===== src/rtl/keyboard_pkg.sv =====
// Shared keyboard definitions: UART receiver state encoding, bit-timing helpers
// and the twelve key codes consumed by the LED colour and note stages.
package keyboard_pkg;

    typedef enum logic [2:0] {
        ST_WAIT_IDLE,
        ST_IDLE,
        ST_START,
        ST_DATA,
        ST_STOP
    } rx_state_e;

    function automatic int unsigned cycles_per_bit(input int unsigned clk_freq,
                                                   input int unsigned baud);
        return clk_freq / baud;
    endfunction

    function automatic int unsigned half_bit(input int unsigned clk_freq,
                                             input int unsigned baud);
        return cycles_per_bit(clk_freq, baud) / 2;
    endfunction

    localparam logic [7:0] KEY_Z = 8'h7A;
    localparam logic [7:0] KEY_S = 8'h73;
    localparam logic [7:0] KEY_X = 8'h78;
    localparam logic [7:0] KEY_D = 8'h64;
    localparam logic [7:0] KEY_C = 8'h63;
    localparam logic [7:0] KEY_V = 8'h76;
    localparam logic [7:0] KEY_G = 8'h67;
    localparam logic [7:0] KEY_B = 8'h62;
    localparam logic [7:0] KEY_H = 8'h68;
    localparam logic [7:0] KEY_N = 8'h6E;
    localparam logic [7:0] KEY_J = 8'h6A;
    localparam logic [7:0] KEY_M = 8'h6D;

endpackage


===== src/rtl/uart_key_rx_if.sv =====
// Held key-code bus from the UART front end to the LED and note stages.
interface uart_key_rx_if;

    logic [7:0] outKey;
    logic       outValid;
    logic       outFrameErr;

    modport master (output outKey, outValid, outFrameErr);
    modport slave  (input  outKey, outValid, outFrameErr);

endinterface


===== src/rtl/sync_2ff.sv =====
// Two-flop synchronizer for a single asynchronous input bit.
module sync_2ff #(
    parameter logic RESET_VAL = 1'b0
) (
    input  logic clk,
    input  logic rst_n,
    input  logic d_i,
    output logic q_o
);

    logic meta_q;
    logic sync_q;

    // NOTE: sequential state uses <= so every flop samples pre-edge values.
    always_ff @(posedge clk or negedge rst_n) begin
        if (!rst_n) begin
            meta_q <= RESET_VAL;
            sync_q <= RESET_VAL;
        end else begin
            meta_q <= d_i;
            sync_q <= meta_q;
        end
    end

    assign q_o = sync_q;

endmodule


===== src/rtl/uart_key_rx.sv =====
// 8N1 UART receiver that holds the last received key code on a bus and clears
// it to 0x00 after HOLD_CYCLES of silence (HOLD_CYCLES = 0 holds forever).
module uart_key_rx
    import keyboard_pkg::*;
#(
    parameter int unsigned CLK_FREQ    = 100_000_000,
    parameter int unsigned BAUD        = 115_200,
    parameter int unsigned HOLD_CYCLES = 10_000_000
) (
    input  logic          clk,
    input  logic          rstb,
    input  logic          inRx,
    uart_key_rx_if.master key_if
);

    localparam int unsigned CPB    = cycles_per_bit(CLK_FREQ, BAUD);
    localparam int unsigned HALF   = half_bit(CLK_FREQ, BAUD);
    localparam int unsigned CNT_W  = (CPB > 1) ? $clog2(CPB) : 1;
    localparam int unsigned HOLD_W = (HOLD_CYCLES > 0) ? $clog2(HOLD_CYCLES + 1) : 1;

    localparam logic [CNT_W-1:0]  CPB_LAST    = CNT_W'(CPB - 1);
    localparam logic [CNT_W-1:0]  HALF_LAST   = CNT_W'(HALF - 1);
    localparam logic [HOLD_W-1:0] HOLD_RELOAD = HOLD_W'(HOLD_CYCLES);

    logic              rx;
    rx_state_e         state_q, state_d;
    logic [CNT_W-1:0]  cnt_q, cnt_d;
    logic [2:0]        bit_q, bit_d;
    logic [7:0]        shift_q, shift_d;
    logic [HOLD_W-1:0] hold_q, hold_d;
    logic [7:0]        key_q, key_d;
    logic              valid_q;
    logic              ferr_q;
    logic              accept;
    logic              frame_err;

    sync_2ff #(
        .RESET_VAL (1'b1)
    ) u_rx_sync (
        .clk   (clk),
        .rst_n (rstb),
        .d_i   (inRx),
        .q_o   (rx)
    );

    always_ff @(posedge clk or negedge rstb) begin
        if (!rstb) begin
            state_q <= ST_WAIT_IDLE;
            cnt_q   <= '0;
            bit_q   <= '0;
            shift_q <= '0;
            hold_q  <= '0;
            key_q   <= '0;
            valid_q <= 1'b0;
            ferr_q  <= 1'b0;
        end else begin
            state_q <= state_d;
            cnt_q   <= cnt_d;
            bit_q   <= bit_d;
            shift_q <= shift_d;
            hold_q  <= hold_d;
            key_q   <= key_d;
            valid_q <= accept;
            ferr_q  <= frame_err;
        end
    end

    // NOTE: every signal driven here gets a default first, so no latch is inferred.
    always_comb begin
        state_d = state_q;
        cnt_d   = cnt_q + CNT_W'(1);
        bit_d   = bit_q;
        shift_d = shift_q;
        unique case (state_q)
            ST_WAIT_IDLE: begin
                // Only a full bit time of idle line re-arms start detection.
                if (!rx) begin
                    cnt_d = '0;
                end else if (cnt_q == CPB_LAST) begin
                    cnt_d   = '0;
                    state_d = ST_IDLE;
                end
            end
            ST_IDLE: begin
                cnt_d = '0;
                bit_d = '0;
                if (!rx) state_d = ST_START;
            end
            ST_START: begin
                if (cnt_q == HALF_LAST) begin
                    cnt_d   = '0;
                    state_d = rx ? ST_IDLE : ST_DATA;
                end
            end
            ST_DATA: begin
                if (cnt_q == CPB_LAST) begin
                    cnt_d   = '0;
                    shift_d = {rx, shift_q[7:1]};
                    bit_d   = bit_q + 3'd1;
                    if (bit_q == 3'd7) state_d = ST_STOP;
                end
            end
            ST_STOP: begin
                if (cnt_q == CPB_LAST) begin
                    cnt_d   = '0;
                    state_d = rx ? ST_IDLE : ST_WAIT_IDLE;
                end
            end
            default: state_d = ST_WAIT_IDLE;
        endcase
    end

    always_comb begin
        accept    = 1'b0;
        frame_err = 1'b0;
        if (state_q == ST_STOP && cnt_q == CPB_LAST) begin
            accept    = rx;
            frame_err = !rx;
        end
    end

    // A reload on the expiry cycle overrides the clear, so the new byte shows.
    always_comb begin
        key_d  = key_q;
        hold_d = hold_q;
        if (hold_q != '0) begin
            hold_d = hold_q - HOLD_W'(1);
            if (hold_q == HOLD_W'(1)) key_d = 8'h00;
        end
        if (accept) begin
            key_d  = shift_q;
            hold_d = HOLD_RELOAD;
        end
    end

    assign key_if.outKey      = key_q;
    assign key_if.outValid    = valid_q;
    assign key_if.outFrameErr = ferr_q;

endmodule

===== src/flat_wrapper.sv =====
// flat-port wrapper written by rule: the top's interface ports become plain ports
module uart_key_rx_flat import keyboard_pkg::*;
#(
    parameter int unsigned CLK_FREQ    = 100_000_000,
    parameter int unsigned BAUD        = 115_200,
    parameter int unsigned HOLD_CYCLES = 10_000_000
)
  (clk, rstb, inRx, key_if_outKey, key_if_outValid, key_if_outFrameErr);
  uart_key_rx_if key_if_i ();
  input  logic clk;
  input  logic rstb;
  input  logic inRx;
  output wire logic [$bits(key_if_i.outKey)-1:0] key_if_outKey;
  output wire logic [$bits(key_if_i.outValid)-1:0] key_if_outValid;
  output wire logic [$bits(key_if_i.outFrameErr)-1:0] key_if_outFrameErr;
  assign key_if_outKey = key_if_i.outKey;
  assign key_if_outValid = key_if_i.outValid;
  assign key_if_outFrameErr = key_if_i.outFrameErr;
  uart_key_rx #(.CLK_FREQ(CLK_FREQ), .BAUD(BAUD), .HOLD_CYCLES(HOLD_CYCLES)) u_core (.clk(clk), .rstb(rstb), .inRx(inRx), .key_if(key_if_i));
endmodule

===== config.mk =====
export PLATFORM = sky130hd
export DESIGN_NAME = uart_key_rx_flat
export DESIGN_NICKNAME = d
export VERILOG_FILES = /design/src/rtl/keyboard_pkg.sv /design/src/rtl/uart_key_rx_if.sv /design/src/rtl/sync_2ff.sv /design/src/rtl/uart_key_rx.sv /design/src/flat_wrapper.sv
export SDC_FILE = /design/constraint.sdc
export NUM_CORES = 1
export LEC_CHECK = 0
export ABC_CLOCK_PERIOD_IN_PS = 2850
export CAP_MARGIN = 10
export CORE_AREA = 10 10 93 95
export DETAILED_ROUTE_END_ITERATION = 6
export DIE_AREA = 0 0 103 105
export PLACE_DENSITY = 0.58
export SYNTH_ARGS = -nofsm -noshare
export SYNTH_HDL_FRONTEND = slang
export SYNTH_SLANG_ARGS = --single-unit
export TNS_END_PERCENT = 1

===== constraint.sdc =====
create_clock -name clk -period 2.85 [get_ports clk]
set_clock_uncertainty 0.2 [all_clocks]
set_input_delay 0.57 -clock clk [delete_from_list [all_inputs] [get_ports clk]]
set_output_delay 0.57 -clock clk [all_outputs]
set_load 0.02 [all_outputs]

After elaboration in Yosys (flattened, before gate mapping) --
Cells that the tools add are included.
Storage, ports and cells: register bits 60, input port bits 3, output and inout bits 10
Operators by class: $add $sub $neg 3, eq/ne operators 15, mux-type cells 23, reductions and logical operators 12
Operators by type and width (number):
- 2-to-1 mux 24 bit | 2
- case mux 10 bit (4 select lines) | 1
- 2-to-1 mux 10 bit | 3
- == test 24 x 1 -> 1 bit (second input constant) | 1
- 2-to-1 mux 3 bit | 8
- 2-to-1 mux 8 bit | 3
- nonzero test 24 bit | 1
- subtractor 24 x 1 -> 24 bit (second input constant) | 1
- case mux 3 bit (5 select lines) | 1
- adder 10 x 1 -> 10 bit (second input constant) | 1
- == test 10 bit (second input constant) | 1
- == test 10 x 9 -> 1 bit (second input constant) | 1
- != test 2 x 1 -> 1 bit (second input constant) | 5
- AND reduction 7 bit | 1
- == test 3 x 2 -> 1 bit (second input constant) | 2
- == test 3 bit (second input constant) | 2
- case mux 3 bit (2 select lines) | 1
- AND reduction 2 bit | 3
- nonzero test 2 bit | 3
- != test 2 bit (second input constant) | 2
- adder 3 x 1 -> 3 bit (second input constant) | 1
- == test 3 x 1 -> 1 bit (second input constant) | 1
- logical NOT 3 bit | 1
- 2-to-1 mux 1 bit | 3
- other kinds (4) | 4

Longest topological paths before layout --
depth in word-level cells 5, depth in mapped cells 8, gate-level depth less buffers 7

Modules after synthesis --
Synthesis repeated with hierarchy kept, for this count alone.
Second synthesis, totals: cells, all modules 268, area, all modules 2860.2 µm²
Modules (own cells, without submodules):
- uart_key_rx | instances 1, cells each 266, area each 2807.7 µm²
- sync_2ff | instances 1, cells each 2, area each 52.6 µm²

Worst setup path after synthesis --
OpenSTA, ideal clock, no wires.
kind reg-to-reg, from reg u_core.cnt_q[0], to reg u_core.shift_q[0], data arrival time 1866 ps, required time 2525 ps, setup slack 659 ps, cell stages (with the launch flop) 8, path buffers 2, clock period less this slack 2191 ps, cells stage by stage dfrtp_1 ha_1 nor4bb_1 and4_1 buf_2 and3_1 buf_2 mux2_2
On the way: longest elaborated chain between the ends 2
RTL lines:
- start, declared | RTL line uart_key_rx.sv:27 | logic [CNT_W-1:0] cnt_q, cnt_d;
- start signal, assigned | RTL line uart_key_rx.sv:58 | cnt_q <= cnt_d;
- == test 10 bit | RTL line uart_key_rx.sv:96 | if (cnt_q == CPB_LAST) begin
- AND reduction 2 bit (no line)
- end signal, assigned | RTL line uart_key_rx.sv:60 | shift_q <= shift_d;
- end, declared | RTL line uart_key_rx.sv:29 | logic [7:0] shift_q, shift_d;
No other way between the ends. A chain may end at the register's enable or synchronous reset.

Final worst setup path --
Same ends and word-level chain as after synthesis.

==> flow_summary.json <==
{
  "status": "completed",
  "cellPowerDensity_mw_per_mm2": 470,
  "synth_seq_area_share": 0.504,
  "postCtsHoldBufs": 0,
  "dp_hpwl_microns": 3780,
  "gp_congestion": 0.789,
  "diodes": 0,
  "area_growth_syn_to_layout_pct": 13.2,
  "synth_ff_type": "dfrtp_1",
  "slew_violations": 0,
  "grt_pass1_wl_microns": 10100,
  "arrival_ns": 2.55,
  "vias": 2091,
  "rsz0062_at_grt": "false",
  "cts_buffers": 9,
  "gr-usage-all-layers": 0.114,
  "dieArea_sq_mm": 0.0108,
  "min_period_ns": 2.53,
  "grt.overflow.total": 0,
  "crit_required_ns": 2.88,
  "worstHoldPathType": "reg -> reg",
  "tightestPinTransition_ns": 0.743,
  "drt_pass1_iterations": 4,
  "reg2reg_depth": 5,
  "dieHeight_microns": 105,
  "clkSinkCount": 60,
  "min_path_cells": 0,
  "final_common_cell": "dfrtp_1",
  "maxSlewHeadroom": 0.505,
  "ir_drop_mv": 0.315,
  "finalNetCount": 311,
  "fin_area_sq_mm": 0.00338,
  "synth_area_leaders": "dfrtp_1, xor2_1, nor2_1",
  "yosys_warnings": 0,
  "path_buf_inv": 0,
  "cp_cell_sequence": "ha_1 -> nor4bb_1 -> and4_1 -> and3_1 -> mux2_2",
  "ys_seq_elements": 60,
  "post_cts_resized": 0,
  "cp_top_family": "simple AND/OR/NAND/NOR gates",
  "cts_root_buf": "clkbuf_8",
  "drc": 0,
  "wl_per_cell_microns": 14.6,
  "insertion_delay_ns": 0.34,
  "finalCritPeriodShare": 0.886,
  "synthesis.area_sq_mm": 0.00298,
  "cts_setup_buffers": 0,
  "hold_end": "u_core.u_rx_sync.q_o$_DFF_PN1_",
  "setup_violations": 0,
  "regToRegSetupSlack_ns": 0.32,
  "grt_max_degree": 61,
  "ios": 13,
  "tritoncts": "built",
  "max_stage_delay_ns": 0.46,
  "grt_pass1_vias": 2155,
  "first_iter_violations": 65,
  "fin_setup_tns_ns": 0,
  "final_cell_mix": "dfrtp_1, nor2_1, xor2_1",
  "reg2reg_from": "u_core.cnt_q[0]$_DFF_PN0_",
  "dp_slack_ns": 0.319,
  "syn_nets": 293,
  "endpoint_kind": "flip-flop",
  "numPortBuffers": 12,
  "crit_type": "reg -> reg",
  "routed_via_density": 5.42,
  "die_x_microns": 103,
  "netlist.area_leader.share": 0.487,
  "p_leak_nw": 1.62,
  "fin_ws_ns": 0.324,
  "h-tree-depth": 3,
  "fin_hold_ws_ns": 0.158,
  "coreArea_sq_mm": 0.00676,
  "clk_path_buf_depth": 2,
  "hold_path.startpoint": "u_core.u_rx_sync.meta_q$_DFF_PN1_",
  "drive_above_1_share": 0.160,
  "drv_cap": 0,
  "dpl_cell_area_sq_mm": 0.00320,
  "async_reset_ff_frac": 1.00,
  "r2r_end": "u_core.shift_q[0]$_DFFE_PN0P_",
  "wirelength_microns": 5620,
  "synth_edf_count": 0,
  "drtAntennaViolNets": 0,
  "yosys.area.top_type": "dfrtp_1",
  "cp_max_fo": 9,
  "antenna_found_initial": 0,
  "startpoint_type": "flip-flop",
  "slowest_stage": "and4_1",
  "start_util": 0.441,
  "syn_avg_cell_area_sq_um": 10.5,
  "synthCells": 283,
  "rows": 30,
  "finalHoldViolations": 0,
  "synth_cell_types": 53,
  "clk_pin_slew_ns": 0.07,
  "fmax_mhz": 396
}
[how the worst max path moves through the flow]
| stage | start | endpoint | cells past startpoint |
|---|---|---|---|
| 2_1_floorplan | u_core.cnt_q[0]$_DFF_PN0_ | u_core.shift_q[0]$_DFFE_PN0P_ | 7 |
| 3_3_place_gp | u_core.cnt_q[0]$_DFF_PN0_ | u_core.shift_q[0]$_DFFE_PN0P_ | 5 |
| 3_5_place_dp | u_core.cnt_q[0]$_DFF_PN0_ | u_core.shift_q[4]$_DFFE_PN0P_ | 5 |
| 4_1_cts | u_core.cnt_q[0]$_DFF_PN0_ | u_core.shift_q[0]$_DFFE_PN0P_ | 5 |
| 5_1_grt | u_core.cnt_q[0]$_DFF_PN0_ | u_core.shift_q[5]$_DFFE_PN0P_ | 5 |
| 6_report | u_core.cnt_q[0]$_DFF_PN0_ | u_core.shift_q[0]$_DFFE_PN0P_ | 5 |
[worst reg2reg max path, stage by stage, from the launching register on]
cell      delay (ns)
dfrtp_1         0.41
ha_1            0.22
nor4bb_1        0.29
and4_1          0.46
and3_1          0.46
mux2_2          0.38
[state kept, by name, indices dropped and copies added (netlist names)]
name and count:
u_core.state_q 3, u_core.key_if.outFrameErr 1, u_core.bit_q 3, u_core.u_rx_sync.q_o 1
u_core.shift_q 8, u_core.key_if.outKey 8, u_core.cnt_q 10, u_core.u_rx_sync.meta_q 1
u_core.key_if.outValid 1, u_core.hold_q 24
[cells in the mapped netlist (all sizes together) (4+ instances only)]
library cell and instances:
buf 5, xnor2 6, o211ai 6, nand2 18, xor2 21, nand3 13, nor2 37, o21ai 13
a22o 10, dfrtp 58, inv 5, clkbuf 8, and3 4, ha 7, mux2 8, nor4 9
nand4 7, a21oi 4, nor3 7
[cells by family (layout without fill, tap and decap cells)]
family / Yosys count / in the layout / synth area share
buffers and inverters: 18 / 41 / 0.0268
AO/OA/AOI/OAI: 41 / 41 / 0.101
XOR/XNOR: 27 / 27 / 0.0793
flip-flops: 60 / 60 / 0.504
AND/OR/NAND/NOR: 121 / 121 / 0.226
multiplexers: 9 / 9 / 0.0336
adder cells (fa/ha/maj): 7 / 7 / 0.0294
[per-stage QoR]
stage | total power, mW | instances | util
after detailed placement | 0.912 | 370 | 0.473
after CTS | 1.62 | 386 | 0.500
after floorplan | 0.889 | 283 | -
final | 1.59 | 386 | 0.500
after global placement | 0.912 | 370 | 0.473
after global routing | 1.67 | 386 | 0.500
[layout make-up]
class                   instances  area (sq um)
inverters                       5          18.8
clock inverters                 7          56.3
fillers                       631          3380
clock buffers                   9           124
repair buffers                 20           175
flip-flops and latches         60          1500
well taps                      80           100
multi-input cells             205          1400
[metal layers]
layer  GRT usage  share of wire  vias to the layer above
li1            -              -                     1043
met1       0.148           0.49                     1021
met2       0.169           0.47                       23
met3      0.0389          0.031                        4
met4      0.0477         0.0092                        0
met5           0              0                        -
[where the power goes]
part	internal (mW)	switching (mW)
clock network	0.325	0.368
logic	0.00864	0.0228
registers	0.857	0.00537
No activity file was read; power rests on OpenSTA's default activity.
